$ cat config.mk
export PLATFORM = sky130hd
export DESIGN_NAME = ehl_fifo_warb_flat
export DESIGN_NICKNAME = d
export VERILOG_FILES = /design/src/rtl/ehl_fifo_warb_if.sv /design/src/rtl/ehl_fifo_warb.sv /design/src/flat_wrapper.sv
export SDC_FILE = /design/constraint.sdc
export NUM_CORES = 1
export LEC_CHECK = 0
export CORE_MARGIN = 5
export CORE_UTILIZATION = 35
export CTS_CLUSTER_SIZE = 14
export DETAILED_ROUTE_END_ITERATION = 8
export PLACE_DENSITY = 0.82
export SLEW_MARGIN = 10
export SYNTH_ARGS = -nofsm -noshare
export SYNTH_HDL_FRONTEND = slang
export SYNTH_SLANG_ARGS = --single-unit
$ cat constraint.sdc
create_clock -name clk -period 11.4 [get_ports clk]
set_input_delay 1.14 -clock clk [delete_from_list [all_inputs] [get_ports clk]]
set_output_delay 1.14 -clock clk [all_outputs]
set_load 0.01 [all_outputs]
$ cat src/rtl/ehl_fifo_warb_if.sv
// rtl/ehl_fifo_warb_if.sv - requester and FIFO write-port bus of the ehl FIFO write arbiter
// slave is the arbiter side; master is the requester/FIFO side that drives it.
interface ehl_fifo_warb_if #(
  parameter int REQ_CNT      = 4,
  parameter int DATA_WIDTH   = 8,
  parameter int BURST_MAX    = 4,
  parameter int CREDIT_WIDTH = 4
);
  localparam int LEN_W = $clog2(BURST_MAX + 1);
  localparam int OWN_W = (REQ_CNT > 1) ? $clog2(REQ_CNT) : 1;

  logic [REQ_CNT-1:0]            req;
  logic [REQ_CNT*LEN_W-1:0]      req_len;
  logic [REQ_CNT-1:0]            req_vld;
  logic [REQ_CNT*DATA_WIDTH-1:0] req_data;
  logic [REQ_CNT-1:0]            gnt;
  logic [REQ_CNT-1:0]            ack;
  logic                          fifo_wr;
  logic [DATA_WIDTH-1:0]         fifo_wdata;
  logic                          fifo_full;
  logic [CREDIT_WIDTH-1:0]       write_credit;
  logic [OWN_W-1:0]              owner;
  logic                          busy;
  logic                          err;
  logic                          clr_err;

  modport slave (
    input  req, req_len, req_vld, req_data, fifo_full, write_credit, clr_err,
    output gnt, ack, fifo_wr, fifo_wdata, owner, busy, err
  );

  modport master (
    output req, req_len, req_vld, req_data, fifo_full, write_credit, clr_err,
    input  gnt, ack, fifo_wr, fifo_wdata, owner, busy, err
  );
endinterface

$ cat src/rtl/ehl_fifo_warb.sv
// rtl/ehl_fifo_warb.sv - round-robin burst arbiter sharing one ehl FIFO write port
// A burst is granted only when write_credit covers its full length.
module ehl_fifo_warb #(
  parameter int REQ_CNT      = 4,
  parameter int DATA_WIDTH   = 8,
  parameter int BURST_MAX    = 4,
  parameter int CREDIT_WIDTH = 4
) (
  input  logic           clk,
  input  logic           reset_n,
  ehl_fifo_warb_if.slave bus
);
  localparam int LEN_W = $clog2(BURST_MAX + 1);
  localparam int OWN_W = (REQ_CNT > 1) ? $clog2(REQ_CNT) : 1;

  typedef enum logic {IDLE, BURST} state_e;

  state_e             state_q;
  logic [REQ_CNT-1:0] gnt_q;
  logic [OWN_W-1:0]   owner_q;
  logic [OWN_W-1:0]   rr_q;
  logic [LEN_W-1:0]   beats_q;
  logic               err_q;

  logic [LEN_W-1:0]      len_a  [REQ_CNT];
  logic [DATA_WIDTH-1:0] data_a [REQ_CNT];
  logic [REQ_CNT-1:0]    legal;
  logic [REQ_CNT-1:0]    cand;
  logic                  bad_req;

  for (genvar i = 0; i < REQ_CNT; i++) begin : g_unpack
    assign len_a[i]  = bus.req_len[i*LEN_W +: LEN_W];
    assign data_a[i] = bus.req_data[i*DATA_WIDTH +: DATA_WIDTH];
    assign legal[i]  = (len_a[i] != '0) && (len_a[i] <= LEN_W'(BURST_MAX));
  end

  assign cand    = bus.req & legal;
  assign bad_req = |(bus.req & ~legal);

  logic             found;
  logic [OWN_W-1:0] win;
  int               idx;

  // First candidate at or above the rr pointer, wrapping modulo REQ_CNT.
  always_comb begin
    found = 1'b0;
    win   = '0;
    idx   = 0;
    for (int k = 0; k < REQ_CNT; k++) begin
      idx = int'(rr_q) + k;
      if (idx >= REQ_CNT) idx = idx - REQ_CNT;
      if (!found && cand[OWN_W'(idx)]) begin
        found = 1'b1;
        win   = OWN_W'(idx);
      end
    end
  end

  logic             grant_ok;
  logic             busy_w;
  logic [REQ_CNT-1:0] ack_w;
  logic             beat_ok;
  logic             stall_err;
  logic             end_burst;
  logic [OWN_W-1:0] rr_next;

  // No skipping past a winner that lacks credit: it blocks until credit arrives.
  assign grant_ok = found && (32'(bus.write_credit) >= 32'(len_a[win]));
  assign busy_w   = (state_q == BURST);

  always_comb begin
    ack_w = '0;
    if (busy_w && reset_n && bus.req_vld[owner_q] && !bus.fifo_full)
      ack_w[owner_q] = 1'b1;
  end

  assign beat_ok   = |ack_w;
  assign stall_err = busy_w && bus.req_vld[owner_q] && bus.fifo_full;
  assign end_burst = busy_w && (beat_ok ? (beats_q == LEN_W'(1)) : !bus.req[owner_q]);
  assign rr_next   = (owner_q == OWN_W'(REQ_CNT - 1)) ? '0 : owner_q + 1'b1;

  always_ff @(posedge clk) begin
    if (!reset_n) begin
      state_q <= IDLE;
      gnt_q   <= '0;
      owner_q <= '0;
      rr_q    <= '0;
      beats_q <= '0;
      err_q   <= 1'b0;
    end else begin
      if (bus.clr_err)
        err_q <= 1'b0;
      else if (bad_req || stall_err)
        err_q <= 1'b1;

      case (state_q)
        IDLE: begin
          if (grant_ok) begin
            state_q <= BURST;
            gnt_q   <= REQ_CNT'(1) << win;
            owner_q <= win;
            beats_q <= len_a[win];
          end
        end
        BURST: begin
          if (end_burst) begin
            state_q <= IDLE;
            gnt_q   <= '0;
            owner_q <= '0;
            beats_q <= '0;
            rr_q    <= rr_next;
          end else if (beat_ok) begin
            beats_q <= beats_q - 1'b1;
          end
        end
        default: state_q <= IDLE;
      endcase
    end
  end

  assign bus.gnt        = gnt_q;
  assign bus.ack        = ack_w;
  assign bus.fifo_wr    = beat_ok;
  assign bus.fifo_wdata = busy_w ? data_a[owner_q] : '0;
  assign bus.owner      = owner_q;
  assign bus.busy       = busy_w;
  assign bus.err        = err_q;
endmodule

$ cat src/flat_wrapper.sv
// flat-port wrapper written by rule: the top's interface ports become plain ports
module ehl_fifo_warb_flat 
#(
  parameter int REQ_CNT      = 4,
  parameter int DATA_WIDTH   = 8,
  parameter int BURST_MAX    = 4,
  parameter int CREDIT_WIDTH = 4
)
  (clk, reset_n, bus_req, bus_req_len, bus_req_vld, bus_req_data, bus_fifo_full, bus_write_credit, bus_clr_err, bus_gnt, bus_ack, bus_fifo_wr, bus_fifo_wdata, bus_owner, bus_busy, bus_err);
  ehl_fifo_warb_if #(.REQ_CNT(REQ_CNT), .DATA_WIDTH(DATA_WIDTH), .BURST_MAX(BURST_MAX), .CREDIT_WIDTH(CREDIT_WIDTH)) bus_i ();
  input  logic clk;
  input  logic reset_n;
  input wire logic [$bits(bus_i.req)-1:0] bus_req;
  input wire logic [$bits(bus_i.req_len)-1:0] bus_req_len;
  input wire logic [$bits(bus_i.req_vld)-1:0] bus_req_vld;
  input wire logic [$bits(bus_i.req_data)-1:0] bus_req_data;
  input wire logic [$bits(bus_i.fifo_full)-1:0] bus_fifo_full;
  input wire logic [$bits(bus_i.write_credit)-1:0] bus_write_credit;
  input wire logic [$bits(bus_i.clr_err)-1:0] bus_clr_err;
  output wire logic [$bits(bus_i.gnt)-1:0] bus_gnt;
  output wire logic [$bits(bus_i.ack)-1:0] bus_ack;
  output wire logic [$bits(bus_i.fifo_wr)-1:0] bus_fifo_wr;
  output wire logic [$bits(bus_i.fifo_wdata)-1:0] bus_fifo_wdata;
  output wire logic [$bits(bus_i.owner)-1:0] bus_owner;
  output wire logic [$bits(bus_i.busy)-1:0] bus_busy;
  output wire logic [$bits(bus_i.err)-1:0] bus_err;
  assign bus_i.req = bus_req;
  assign bus_i.req_len = bus_req_len;
  assign bus_i.req_vld = bus_req_vld;
  assign bus_i.req_data = bus_req_data;
  assign bus_i.fifo_full = bus_fifo_full;
  assign bus_i.write_credit = bus_write_credit;
  assign bus_i.clr_err = bus_clr_err;
  assign bus_gnt = bus_i.gnt;
  assign bus_ack = bus_i.ack;
  assign bus_fifo_wr = bus_i.fifo_wr;
  assign bus_fifo_wdata = bus_i.fifo_wdata;
  assign bus_owner = bus_i.owner;
  assign bus_busy = bus_i.busy;
  assign bus_err = bus_i.err;
  ehl_fifo_warb #(.REQ_CNT(REQ_CNT), .DATA_WIDTH(DATA_WIDTH), .BURST_MAX(BURST_MAX), .CREDIT_WIDTH(CREDIT_WIDTH)) u_core (.clk(clk), .reset_n(reset_n), .bus(bus_i));
endmodule
Word-level counts from Yosys, hierarchy flattened

Index checks and enable logic that the tools add are counted.

Flip-flop bits (word level): 13
Bits of input ports: 60
Output and inout bits: 21
Word-level logic and storage cells: 129

$add $sub $neg: 9
Order comparisons: 17
Equal/unequal tests: 5
Shift operators: 1
Muxes and demuxes: 53
Bitwise logic cells: 7
Reduce and logical (&&, ||, !) cells: 31

Operators by type and width:

| cell                                                                  | number |
|---|---|
| 8-bit 2-to-1 mux                                                      | 3 |
| 2-bit 2-to-1 mux                                                      | 11 |
| 1-bit 2-to-1 mux                                                      | 18 |
| 8-bit binary-select mux with 2-bit select                             | 1 |
| 2-bit by 4-bit < comparator with 1-bit output (second input constant) | 4 |
| 3-bit >= comparator (second input constant)                           | 5 |
| 1-bit logical AND                                                     | 15 |
| 3-bit 2-to-1 mux                                                      | 5 |
| 1-bit binary-select mux with 2-bit select                             | 6 |
| 3-bit less-or-equal comparator (second input constant)                | 4 |
| 4-bit 2-to-1 mux                                                      | 3 |
| 3-bit nonzero test                                                    | 4 |
| 4-bit AND                                                             | 2 |
| 4-bit case mux with 2 select lines                                    | 1 |
| 4-bit OR reduction                                                    | 2 |
| 2-bit by 1-bit subtractor with 2-bit output (second input constant)   | 4 |
| 2-bit by 2-bit adder with 3-bit output (second input constant)        | 2 |
| 3-bit binary-select mux with 2-bit select                             | 1 |
| 2-bit NOT with 3-bit output                                           | 2 |
| 3-bit case mux with 2 select lines                                    | 1 |
| 2-bit AND reduction                                                   | 3 |
| 1-bit zero test                                                       | 5 |
| 4-bit by 3-bit >= comparator with 1-bit output                        | 1 |
| 4-bit NOT                                                             | 1 |
| other kinds (18)                                                      | 19 |

Depth between registers and ports, before layout

Depth in word-level cells: 24
Mapped depth: 16
Mapped depth without buffers: 15

Least setup slack after synthesis

OpenSTA, ideal clock, no wires.

Path type: input to register
From: input bus_req_len[10]
To: register u_core.beats_q[1]
Library setup time: 0.058 ns
Arrival time: 4.461 ns
Required time: 11.342 ns
Path slack: 6.882 ns
Cell stages on the path: 16
Path buffers: 1
Path through: or3_1 > and3_2 > and3b_1 > o21ai_0 > nand2_1 > buf_2 > mux2i_1 > a21boi_0 > ha_1 > nand2b_1 > a2111oi_0 > or3_1 > or2_2 > or3_1 > nor3b_1 > a211o_1

Cells in the longest elaborated chain, start to end: 24
Elaborated cells on any way between the ends: 40
Classes of those cells: order compare (2); eq/ne (1); mux (25); bitwise (2); reduce/logical (10)

RTL lines:

| element                                                              | line                                      | text |
|---|---|---|
| start, declared                                                      | flat_wrapper.sv:14                        | `input wire logic [$bits(bus_i.req_len)-1:0] bus_req_len;` |
| 3-bit less-or-equal comparator or 3-bit nonzero test (tied branches) | ehl_fifo_warb.sv:34                       | `assign legal[i] = (len_a[i] != '0) && (len_a[i] <= LEN_W'(BURST_MAX));` |
| 1-bit logical AND                                                    | ehl_fifo_warb.sv:34                       |  |
| 4-bit AND                                                            | ehl_fifo_warb.sv:37                       | `assign cand = bus.req & legal;` |
| 1-bit binary-select mux with 2-bit select                            | ehl_fifo_warb.sv:52                       | `if (!found && cand[OWN_W'(idx)]) begin` |
| 1-bit 2-to-1 mux (implied by the code) (2 in series)                 | ehl_fifo_warb.sv:52                       |  |
| 1-bit 2-to-1 mux                                                     | ehl_fifo_warb.sv:52                       |  |
| 1-bit zero test                                                      | ehl_fifo_warb.sv:52                       |  |
| 1-bit logical AND                                                    | ehl_fifo_warb.sv:52                       |  |
| [6 not listed]                                                       | n/a                                       |  |
| 2-bit 2-to-1 mux                                                     | ehl_fifo_warb.sv:52                       |  |
| 2-bit NOT with 3-bit output (implied by the code)                    | ehl_fifo_warb.sv:68, ehl_fifo_warb.sv:102 |  |
| 3-bit binary-select mux with 2-bit select                            | ehl_fifo_warb.sv:68, ehl_fifo_warb.sv:102 |  |
| 3-bit 2-to-1 mux (implied by the code) (2 in series)                 | ehl_fifo_warb.sv:68, ehl_fifo_warb.sv:102 |  |
| 4-bit by 3-bit >= comparator with 1-bit output                       | ehl_fifo_warb.sv:68                       | `assign grant_ok = found && (32'(bus.write_credit) >= 32'(len_a[win]));` |
| 1-bit logical AND                                                    | ehl_fifo_warb.sv:68                       |  |
| 2-bit by 1-bit != test with 1-bit output (no line)                   | n/a                                       |  |
| 2-bit AND reduction (no line)                                        | n/a                                       |  |
| end signal, assigned                                                 | ehl_fifo_warb.sv:102                      | `beats_q <= len_a[win];` |
| end signal, assigned                                                 | ehl_fifo_warb.sv:113                      | `beats_q <= beats_q - 1'b1;` |
| end, declared                                                        | ehl_fifo_warb.sv:22                       | `logic [LEN_W-1:0] beats_q;` |

Parallel ways exist; a longest one is shown, timed or not. The select of a mux whose other input is x is not followed.
A chain may end at the register's enable or synchronous reset.

Final worst setup path

From: input bus_req_len[4]
To: register u_core.beats_q[2]

Same word-level chain as after synthesis.

==> out/summary.txt <==
status: finished clean
TritonCTS clock tree: yes
IO buf count: 80
Sw Pwr: 0.07820 mW
Hold Buf Count CTS: 0
filler cell count in the final layout: 350
DP HPWL: 3839 um
number of synthesized register bits: 13
crit path launch: bus_req_len[4]
post-detailed-placement cell area: 2278 um2
Cells after DPL: 287
Async SR Flop Fraction: 0
mean instance size in the synthesized netlist: 8.874 um2
clock network fraction of design power: 0.184
worst setup path category: primary input to register
critical path data required time: 11.59 ns
library cell occupying the most area in the post-synthesis netlist: dfxtp_1
mean routed wirelength per cell: 15.48 um
register-to-register path setup slack: 7.58 ns
Antenna Violating Nets Remaining: 0
library cell appearing most often on the critical path: or3_1
clock insertion delay at the later pin of the skew report: 0.24 ns
signed area change from the synthesized netlist to the final layout: 60.64%
final routed DRC violation total: 0
number of failing setup endpoints in the final timing report: 0
core area: 4000 um2
Pwr per Cell Area: 97.41 nW/um2
die outline area: 5518 um2
sequential power share: 0.285
RSZ-0062 raised after global routing: false
wire length of the first global-routing pass: 6872 um
FF-to-FF End: u_core.beats_q[2]
part of the cycle the worst path needs: 0.4463
setup slack at placement: 6.077 ns
dominant register cell in the synthesized netlist: dfxtp_1
Longest Clk Path Bufs: 2
startpoint kind of the worst setup timing path: primary input
total wire length after detailed routing: 4504 um
number of different library cells in the post-synthesis netlist: 48
R2R depth: 14
Clock transition at path regs: 0.06 ns
via count normalized by instance count: 5.381
clock sink total: 13
RePlAce Congestion: 0.8764
initial core utilization: 0.3616
proportion of total power due to net switching: 0.3455
Comb pwr share: 0.530
worst r2r src: u_core.rr_q[0]
pin count of the biggest net entering global routing: 19
total global routing overflow: 0
die outline height: 74.29 um
count of warnings emitted by yosys: 0
critical path's top delay family: simple AND/OR/NAND/NOR gates
count of antenna diodes in the layout: 0
transition at the pin with the smallest max-transition slack: 0.8800 ns
Inserted Clock Buffers: 3
endpoint type of the worst setup path: register
total number of nets in the final design: 311
count of flip-flops with a built-in enable after synthesis: 0
list of cells traversed by the critical path: clkdlybuf4s50_1 -> or3_1 -> and3_2 -> a311oi_1 -> o32a_1 -> mux2_4 -> o21ai_0 -> ha_1 -> a2111oi_0 -> or3_1 -> or2_2 -> or3_1 -> nor3b_1 -> a211o_1
fraction of final layout cells with drive strength greater than 1: 0.09959
global router's overall resource usage: 0.1572
number of standard cells after synthesis: 163
number of vias in the routed layout: 1566
headroom to the max-slew limit: 0.4125
number of non-filler instances in the completed layout: 291
number of pins exceeding their max-slew limit in the final report: 0
Peak VDD IR: 45.41 uV
class of the worst hold path: register to register
Yosys top cell area share: 0.1799
setup total negative slack: 0 ns
crit path buf inv count: 1
number of hold violations in the final report: 0
via count of the first global-routing pass: 1584
static power due to leakage: 0.8764 nW
number of antenna violations at the first check in global routing: 0
summed instance area of the synthesized netlist: 1446 um2
clock tree root buffer cell: clkbuf_8
summed area of non-filler cells in the final layout: 2323 um2
post-CTS setup buffers: 0
last element of the critical path: u_core.beats_q[2]
dominant cells by area after synthesis: dfxtp_1, mux4_2, ha_1, and2_1, mux2i_1
I/O pin count: 81
slack of the critical path: 6.313 ns
critical path's largest stage delay: 0.46 ns
Initial DRC Count: 58
number of cell rows: 23
number of optimization iterations in the first detailed-route pass: 4
syn_nets: 232
register area share after synthesis: 0.1799
max-cap violation count: 0
number of levels in the clock H-tree: 1
endpoint arrival time on the critical path: 5.28 ns
peak fanout along the critical path: 10
maximum clock frequency: 196.6 MHz
largest clock skew in the final design: 0.003437 ns
minimum clock period: 5.087 ns
cell internal power dissipation: 0.1481 mW
post_cts resized: 0
Critical-path top delay cell: o32a_1
Crit path depth: 14
Die X: 74.29 um
[kinds of logic after synthesis]
logic type,after synthesis,share of synthesized area
AO/OA/AOI/OAI,36,0.1886
XOR/XNOR,1,0.006056
adder cells (fa/ha/maj),9,0.07786
buffers and inverters,14,0.04239
flip-flops,13,0.1799
multiplexers,20,0.2327
AND/OR/NAND/NOR,70,0.2725
[synth_stat cells (3+ instances only)]
library cell,instances
and2_1,13
dfxtp_1,13
nand2_1,13
nor2_1,11
mux4_2,10
a21oi_1,9
ha_1,9
inv_1,8
mux2i_1,7
o21ai_0,7
or3_1,6
nand3_1,5
nor3_1,4
a21boi_0,3
[registers in the layout (all words and copies together), names as in the netlist]
register and count:
u_core.bus.gnt 4, u_core.bus.busy 1, u_core.rr_q 2, u_core.bus.err 1, u_core.bus.owner 2, u_core.beats_q 3
[power groups by stage]
stage          sequential [mW]  combinational [mW]  clock [mW]
3_3_place_gp            0.0661               0.117           0
5_1_grt                 0.0667               0.131      0.0437
2_1_floorplan           0.0602              0.0749           0
4_1_cts                 0.0650               0.121      0.0418
3_5_place_dp            0.0660               0.121           0
6_report                0.0645               0.120      0.0417
[metal layers]
layer | GRT usage | vias up | routed length [um]
li1 | - | 770 | -
met1 | 0.1724 | 723 | 1745
met2 | 0.3081 | 67 | 2305
met3 | 0.02162 | 6 | 393
met4 | 0.04941 | 0 | 59
met5 | 0 | - | 0
[cells in the final DEF, fill, tap and decap left out, types with 3 or more instances in the layout]
cell and instances:
o21ai_0 7, clkdlybuf4s50_1 80, inv_1 8, mux2i_1 7, nor2_1 11, or3_1 6, ha_1 9, a21oi_1 9
a21boi_0 3, mux4_2 10, clkbuf_8 3, nand3_1 5, and2_1 13, dfxtp_1 13, nor3_1 4, nand2_1 13
[worst register-to-register path: stages (launching register included)]
cell and delay (ns):
dfxtp_1 0.34, or4b_4 0.54, o22ai_1 0.16, nor2_1 0.11
nand2_1 0.29, mux2i_1 0.26, a21boi_0 0.12, ha_1 0.30
nand2b_1 0.08, a2111oi_0 0.08, or3_1 0.43, or2_2 0.36
or3_1 0.36, nor3b_1 0.22, a211o_1 0.13
[worst min-delay path by stage]
stage,startpoint,endpoint,slack (ns),cells after the start
after floorplan,u_core.rr_q[0],u_core.rr_q[0],0.45,2
after global placement,u_core.bus.gnt[1],u_core.bus.gnt[1],0.45,2
after detailed placement,u_core.bus.gnt[1],u_core.bus.gnt[1],0.45,2
after CTS,u_core.bus.gnt[1],u_core.bus.gnt[1],0.45,2
after global routing,u_core.bus.gnt[3],u_core.bus.gnt[3],0.48,2
final,u_core.bus.gnt[1],u_core.bus.gnt[1],0.45,2
[stage by stage]
stage	hold slack (ns)	utilization	total power, mW
2_1_floorplan	0.4454	-	0.1351
3_3_place_gp	0.4466	0.5696	0.1835
3_5_place_dp	0.4477	0.5696	0.1866
4_1_cts	0.4549	0.5809	0.2279
5_1_grt	0.4825	0.5809	0.2418
6_report	0.4529	0.5809	0.2263
[layout make-up]
| type | instances | area (um2) | area share |
|---|---|---|---|
| repair buffers | 80 | 800.8 | 0.3446 |
| flip-flops and latches | 13 | 260.3 | 0.1120 |
| well taps | 50 | 62.56 | 0.02693 |
| multi-input cells | 136 | 1125 | 0.4841 |
| clock buffers | 4 | 45.04 | 0.01939 |
| inverters | 8 | 30.03 | 0.01292 |
No activity file was read; power rests on OpenSTA's default activity.
